`src/rtl/mem_responder_if.sv`:
```
// Core-to-memory request/response bundle: level strobes from the core,
// registered ready/rdata/busy/err back from the memory target.
interface mem_responder_if #(
    parameter int DATA_W = 16,
    parameter int ADDR_W = 8
);
    logic [ADDR_W-1:0] addr;
    logic [DATA_W-1:0] wdata;
    logic              re;
    logic              we;
    logic [DATA_W-1:0] rdata;
    logic              ready;
    logic              busy;
    logic              err;

    modport master (
        output addr, wdata, re, we,
        input  rdata, ready, busy, err
    );

    modport slave (
        input  addr, wdata, re, we,
        output rdata, ready, busy, err
    );
endinterface

```
`src/rtl/mem_responder.sv`:
```
// Word-addressed memory target with programmable wait states and a
// four-phase ready handshake, used in place of a zero-latency RAM.
module mem_responder #(
    parameter int DATA_W   = 16,
    parameter int ADDR_W   = 8,
    parameter int WAIT_CYC = 2
) (
    input  logic             clk,
    input  logic             reset,
    mem_responder_if.slave   bus
);
    localparam int          DEPTH     = 2 ** ADDR_W;
    localparam logic [3:0]  WAIT_INIT = 4'(WAIT_CYC);

    typedef enum logic [1:0] {IDLE, WAIT, ACK} state_t;

    state_t            state;
    logic [3:0]        cnt;
    logic              op_wr;
    logic [ADDR_W-1:0] addr_q;
    logic [DATA_W-1:0] wdata_q;
    logic [DATA_W-1:0] rdata_q;
    logic              ready_q;
    logic              err_q;
    logic              op_strobe;
    logic              mem_wr;

    logic [DATA_W-1:0] mem [DEPTH];

    // A strobe switch (re->we or back) reads as the latched op's strobe dropping.
    assign op_strobe = op_wr ? bus.we : bus.re;

    // Gated by reset level so an edge seen while reset is held cannot commit a write.
    assign mem_wr = reset && (state == WAIT) && op_wr && op_strobe && (cnt == 4'd0);

    always_ff @(posedge clk) begin
        if (mem_wr)
            mem[addr_q] <= wdata_q;
    end

    always_ff @(posedge clk or negedge reset) begin
        if (!reset) begin
            state   <= IDLE;
            cnt     <= 4'd0;
            op_wr   <= 1'b0;
            addr_q  <= '0;
            wdata_q <= '0;
            rdata_q <= '0;
            ready_q <= 1'b0;
            err_q   <= 1'b0;
        end else begin
            err_q <= 1'b0;
            case (state)
                IDLE: begin
                    ready_q <= 1'b0;
                    if (bus.re ^ bus.we) begin
                        addr_q  <= bus.addr;
                        wdata_q <= bus.wdata;
                        op_wr   <= bus.we;
                        cnt     <= WAIT_INIT;
                        state   <= WAIT;
                    end else if (bus.re && bus.we) begin
                        err_q <= 1'b1;
                    end
                end
                WAIT: begin
                    if (!op_strobe) begin
                        state <= IDLE;
                    end else if (cnt == 4'd0) begin
                        state   <= ACK;
                        ready_q <= 1'b1;
                        if (!op_wr)
                            rdata_q <= mem[addr_q];
                    end else begin
                        cnt <= cnt - 4'd1;
                    end
                end
                ACK: begin
                    if (!op_strobe) begin
                        state   <= IDLE;
                        ready_q <= 1'b0;
                    end
                end
                default: state <= IDLE;
            endcase
        end
    end

    assign bus.rdata = rdata_q;
    assign bus.ready = ready_q;
    assign bus.err   = err_q;
    assign bus.busy  = (state != IDLE);
endmodule

```
`src/flat_wrapper.sv`:
```
// flat-port wrapper written by rule: the top's interface ports become plain ports
module mem_responder_flat 
#(
    parameter int DATA_W   = 16,
    parameter int ADDR_W   = 8,
    parameter int WAIT_CYC = 2
)
  (clk, reset, bus_addr, bus_wdata, bus_re, bus_we, bus_rdata, bus_ready, bus_busy, bus_err);
  mem_responder_if #(.DATA_W(DATA_W), .ADDR_W(ADDR_W)) bus_i ();
  input  logic clk;
  input  logic reset;
  input wire logic [$bits(bus_i.addr)-1:0] bus_addr;
  input wire logic [$bits(bus_i.wdata)-1:0] bus_wdata;
  input wire logic [$bits(bus_i.re)-1:0] bus_re;
  input wire logic [$bits(bus_i.we)-1:0] bus_we;
  output wire logic [$bits(bus_i.rdata)-1:0] bus_rdata;
  output wire logic [$bits(bus_i.ready)-1:0] bus_ready;
  output wire logic [$bits(bus_i.busy)-1:0] bus_busy;
  output wire logic [$bits(bus_i.err)-1:0] bus_err;
  assign bus_i.addr = bus_addr;
  assign bus_i.wdata = bus_wdata;
  assign bus_i.re = bus_re;
  assign bus_i.we = bus_we;
  assign bus_rdata = bus_i.rdata;
  assign bus_ready = bus_i.ready;
  assign bus_busy = bus_i.busy;
  assign bus_err = bus_i.err;
  mem_responder #(.DATA_W(DATA_W), .ADDR_W(ADDR_W), .WAIT_CYC(WAIT_CYC)) u_core (.clk(clk), .reset(reset), .bus(bus_i));
endmodule
```
`config.mk`:
```
export PLATFORM = sky130hd
export DESIGN_NAME = mem_responder_flat
export DESIGN_NICKNAME = d
export VERILOG_FILES = /design/src/rtl/mem_responder_if.sv /design/src/rtl/mem_responder.sv /design/src/flat_wrapper.sv
export SDC_FILE = /design/constraint.sdc
export NUM_CORES = 2
export LEC_CHECK = 0
export CAP_MARGIN = 5
export CORE_ASPECT_RATIO = 0.9
export CORE_MARGIN = 1.5
export CORE_UTILIZATION = 40
export CTS_BUF_LIST = sky130_fd_sc_hd__clkbuf_4 sky130_fd_sc_hd__clkbuf_8 sky130_fd_sc_hd__clkbuf_16
export DETAILED_ROUTE_END_ITERATION = 8
export PLACE_DENSITY_LB_ADDON = 0.08
export REMOVE_ABC_BUFFERS = 1
export SLEW_MARGIN = 20
export SYNTH_ARGS = -nofsm -noshare
export SYNTH_HDL_FRONTEND = slang
export SYNTH_SLANG_ARGS = --single-unit
```
`constraint.sdc`:
```
create_clock -name clk -period 7.4 [get_ports clk]
set_input_delay 0.74 -clock clk [delete_from_list [all_inputs] [get_ports clk]]
set_output_delay 0.74 -clock clk [all_outputs]
set_load 0.05 [all_outputs]
```
==> reports/metrics.cfg <==
[layout]
fin_nets = 7530
post-route-util_pct = 46.1
fill_cells = 33000
syn_to_final_growth_pct = 14.6
drive_above_1_share_pct = 29.4

[power]
irDropWorstVdd_mv = 0.524
pwr-share-comb_pct = 30.1
leakagePower_nw = 56.6
finalPower_mw = 76.4
p_sw_share_pct = 34.3
p_seq_share_pct = 40.4
switchingPower_mw = 26.2
clkPwrFrac_pct = 29.5
internal-power_mw = 50.2
power_density_mw_per_mm2 = 419

[cts]
postCtsResizedCells = 0
cts_buffers = 435
cts_tree = yes
cts_setup_buffers = 0
htree_levels = 5
cts.path.max_buffers = 4
cts_root_buf = clkbuf_16
cts.sinks = 4145
path_clk_slew_ns = 0.06
clk_latency_ns = 1.00

[synth]
synth.most_common_cell = edfxtp_1
ys_seq_area_share_pct = 78.1
synth-async-reset-ratio_pct = 1.18
yosysWarnings = 0
yosysTopAreaCell = edfxtp_1
netlist_instances = 7115
synthTopCellsByArea = edfxtp_1, mux4_2, mux2i_1
syn_area_per_cell_um2 = 22.4
ys_seq_elements = 4145
synth.cell_area_mm2 = 0.159
synth_common_cells = edfxtp_1, mux4_2, nor2_1, mux2i_1, buf_2
synth_flop_cell = edfxtp_1
synth_edf_count = 4096
synth_top_area_share_pct = 77.3
synth.distinct_cells = 65

[worst_setup_path]
path_common_cell = o21ai_0
worstPathArrival_ns = 5.87
cp_data_required_time_ns = 8.23
crit_buf_inv = 2
slowest_stage = dfrtp_4
max_stage_delay_ns = 1.05
critical_path_class = reg -> reg
endpoint_kind = flip-flop
critical_path.cell_chain = buf_12, buf_4, mux2_2, o21ai_0, a21oi_1, o21ai_0, a31oi_1, a2111oi_2, a41oi_1
crit_family = compound AO/OA/AOI/OAI gates
crit_path_start_kind = flip-flop
crit_fanout = 75

[timing]
drv_slew = 0
fmax_ghz = 0.199
setup_viol = 0
post-route-period-util_pct = 68.0
min_period_ns = 5.03
slew_headroom_pct = 9.62
fin_skew_ns = 0.0647
fin_tns_setup_ns = 0
hold_violations = 0
worst_slew_pin_slew_ns = 1.36
grt_setup_unrepaired = no

[floorplan]
die_w_um = 668
ioPinCount = 47
die_h_um = 601
rows = 219
core-area_mm2 = 0.396
initial_core_util_pct = 40.2
dieArea_mm2 = 0.401

[placement]
hpwlAfterDp_mm = 287
port_buffers = 46
place.gp.congestion = 0.817

[grt]
grt_use_total_pct = 23.5
gr-total-overflow = 0
grt_pass1_wl_mm = 655
grt_max_degree = 167
antenna_found_initial = 38
grt_pass1_vias = 77100

[route]
final_antenna_net_count = 0
num_vias = 76800
first_pass_iters = 5
wl_per_cell_um = 36.1
wl_mm = 477
route.detailed.drc = 0
avgViaCountPerCell = 5.82
drt_first_iter_violations = 9883

[min_path]
hold_path.class = in -> async

[job]
max-cap-violations = 0

[status]
outcome = finished clean

-- power groups by stage --
| stage | Combinational, mW | Clock, mW | Sequential, mW |
|---|---|---|---|
| after floorplan | 9.71 | 0 | 33.6 |
| after global routing | 24.0 | 23.8 | 30.9 |
| after CTS | 23.3 | 22.9 | 30.9 |
| after detailed placement | 23.2 | 0 | 31.4 |
| final | 23.0 | 22.5 | 30.9 |
| after global placement | 23.1 | 0 | 31.4 |
-- flip-flops by register name, indices dropped and copies added (netlist names) --
| register | cells |
|---|---|
| u_core.bus.rdata | 16 |
| u_core.op_wr | 1 |
| u_core.mem | 4096 |
| u_core.state | 2 |
| u_core.bus.err | 1 |
| u_core.cnt | 4 |
| u_core.wdata_q | 16 |
| u_core.bus.ready | 1 |
| u_core.addr_q | 8 |
-- logic make-up (layout without fill, tap and decap cells) --
family | after synthesis | count (layout) | synth area share [%]
AND/OR/NAND/NOR | 607 | 607 | 1.70
buffers and inverters | 419 | 1175 | 1.45
flip-flops | 4145 | 4145 | 78.1
multiplexers | 1346 | 1346 | 16.2
XOR/XNOR | 2 | 2 | 0.0110
other | 0 | 17 | 0
adder cells (fa/ha/maj) | 3 | 3 | 0.0236
AO/OA/AOI/OAI | 593 | 593 | 2.48
-- path summary, 6_finish.rpt --
| path | cells after the start | end | slack [ns] | startpoint |
|---|---|---|---|---|
| setup / recovery | 9 | u_core.bus.rdata[12]$_DFFE_PN0P_ | 2.37 | u_core.addr_q[1]$_DFFE_PN0P_ |
| setup reg to reg | 9 | u_core.bus.rdata[12]$_DFFE_PN0P_ | 2.37 | u_core.addr_q[1]$_DFFE_PN0P_ |
| hold reg to reg | 2 | u_core.bus.rdata[2]$_DFFE_PN0P_ | 0.57 | u_core.bus.rdata[2]$_DFFE_PN0P_ |
| hold / removal | 2 | u_core.wdata_q[5]$_DFFE_PN0P_ | 0.22 | reset |
| min in group clk | 2 | u_core.addr_q[3]$_DFFE_PN0P_ | 0.37 | bus_addr[3] |
| max in group asynchronous | 3 | u_core.addr_q[5]$_DFFE_PN0P_ | 5.91 | reset |
-- placed cells by master (no fill, tap or decap), types with 17 or more instances in the layout --
master,Yosys,layout
nand3_1,46,43
a211oi_1,19,18
dfrtp_4,0,21
clkinv_1,0,95
edfxtp_1,4096,4096
o221ai_1,23,23
o22a_1,18,18
clkdlybuf4s50_1,0,45
buf_12,0,34
nand2_1,93,77
diode_2,0,17
nor3_1,27,26
clkbuf_4,0,83
buf_4,74,274
nor2b_1,22,19
a21oi_1,99,99
mux2i_1,294,293
mux2_2,73,73
nor2_4,0,36
nor2_1,333,167
mux4_2,979,979
dfrtp_1,49,25
o21ai_0,91,88
clkbuf_16,0,440
clkinv_2,0,90
nor2_2,0,130
bufinv_16,0,54
o22ai_1,145,145
a22oi_1,108,108
nor4_1,20,18
-- timing repair --
action                                  in CTS  in global routing
endpoints found under the setup margin       0                  0
hold buffers                                 1                  0
hold endpoints to repair                    12                  0
-- layer usage --
metal  global-route usage, %  vias to the layer above  wire, um
li1                        -                    31000         -
met1                    35.6                    42400    213000
met2                    36.0                     2783    220000
met3                    3.46                      565     31400
met4                    5.78                        4     12300
met5                       0                        -        29
-- stage by stage --
| step | std cells | hold slack [ns] | cell area [um2] | setup slack [ns] |
|---|---|---|---|---|
| finish | 13200 | 0.222 | 182000 | 2.37 |
| global route | 13200 | 0.207 | 182000 | 2.12 |
| CTS | 13200 | 0.134 | 182000 | 2.34 |
| detailed placement | 12400 | 0.561 | 167000 | 2.35 |
| global placement | 12400 | 0.530 | 167000 | 1.96 |
| floorplan | 6706 | 0.444 | 157000 | -29.09 |
-- cell type report --
type                    instances  area [um2]  share of cell area, %
flip-flops and latches       4145      124000                   68.2
multi-input cells            2551       33300                   18.2
clock buffers                 529       11700                   6.43
well taps                    5304        6640                   3.64
repair buffers                356        3240                   1.78
clock inverters               280        3040                   1.67
diodes                         17        42.5                 0.0233
inverters                      10        37.5                 0.0206
(Power assumes the default switching activity.)
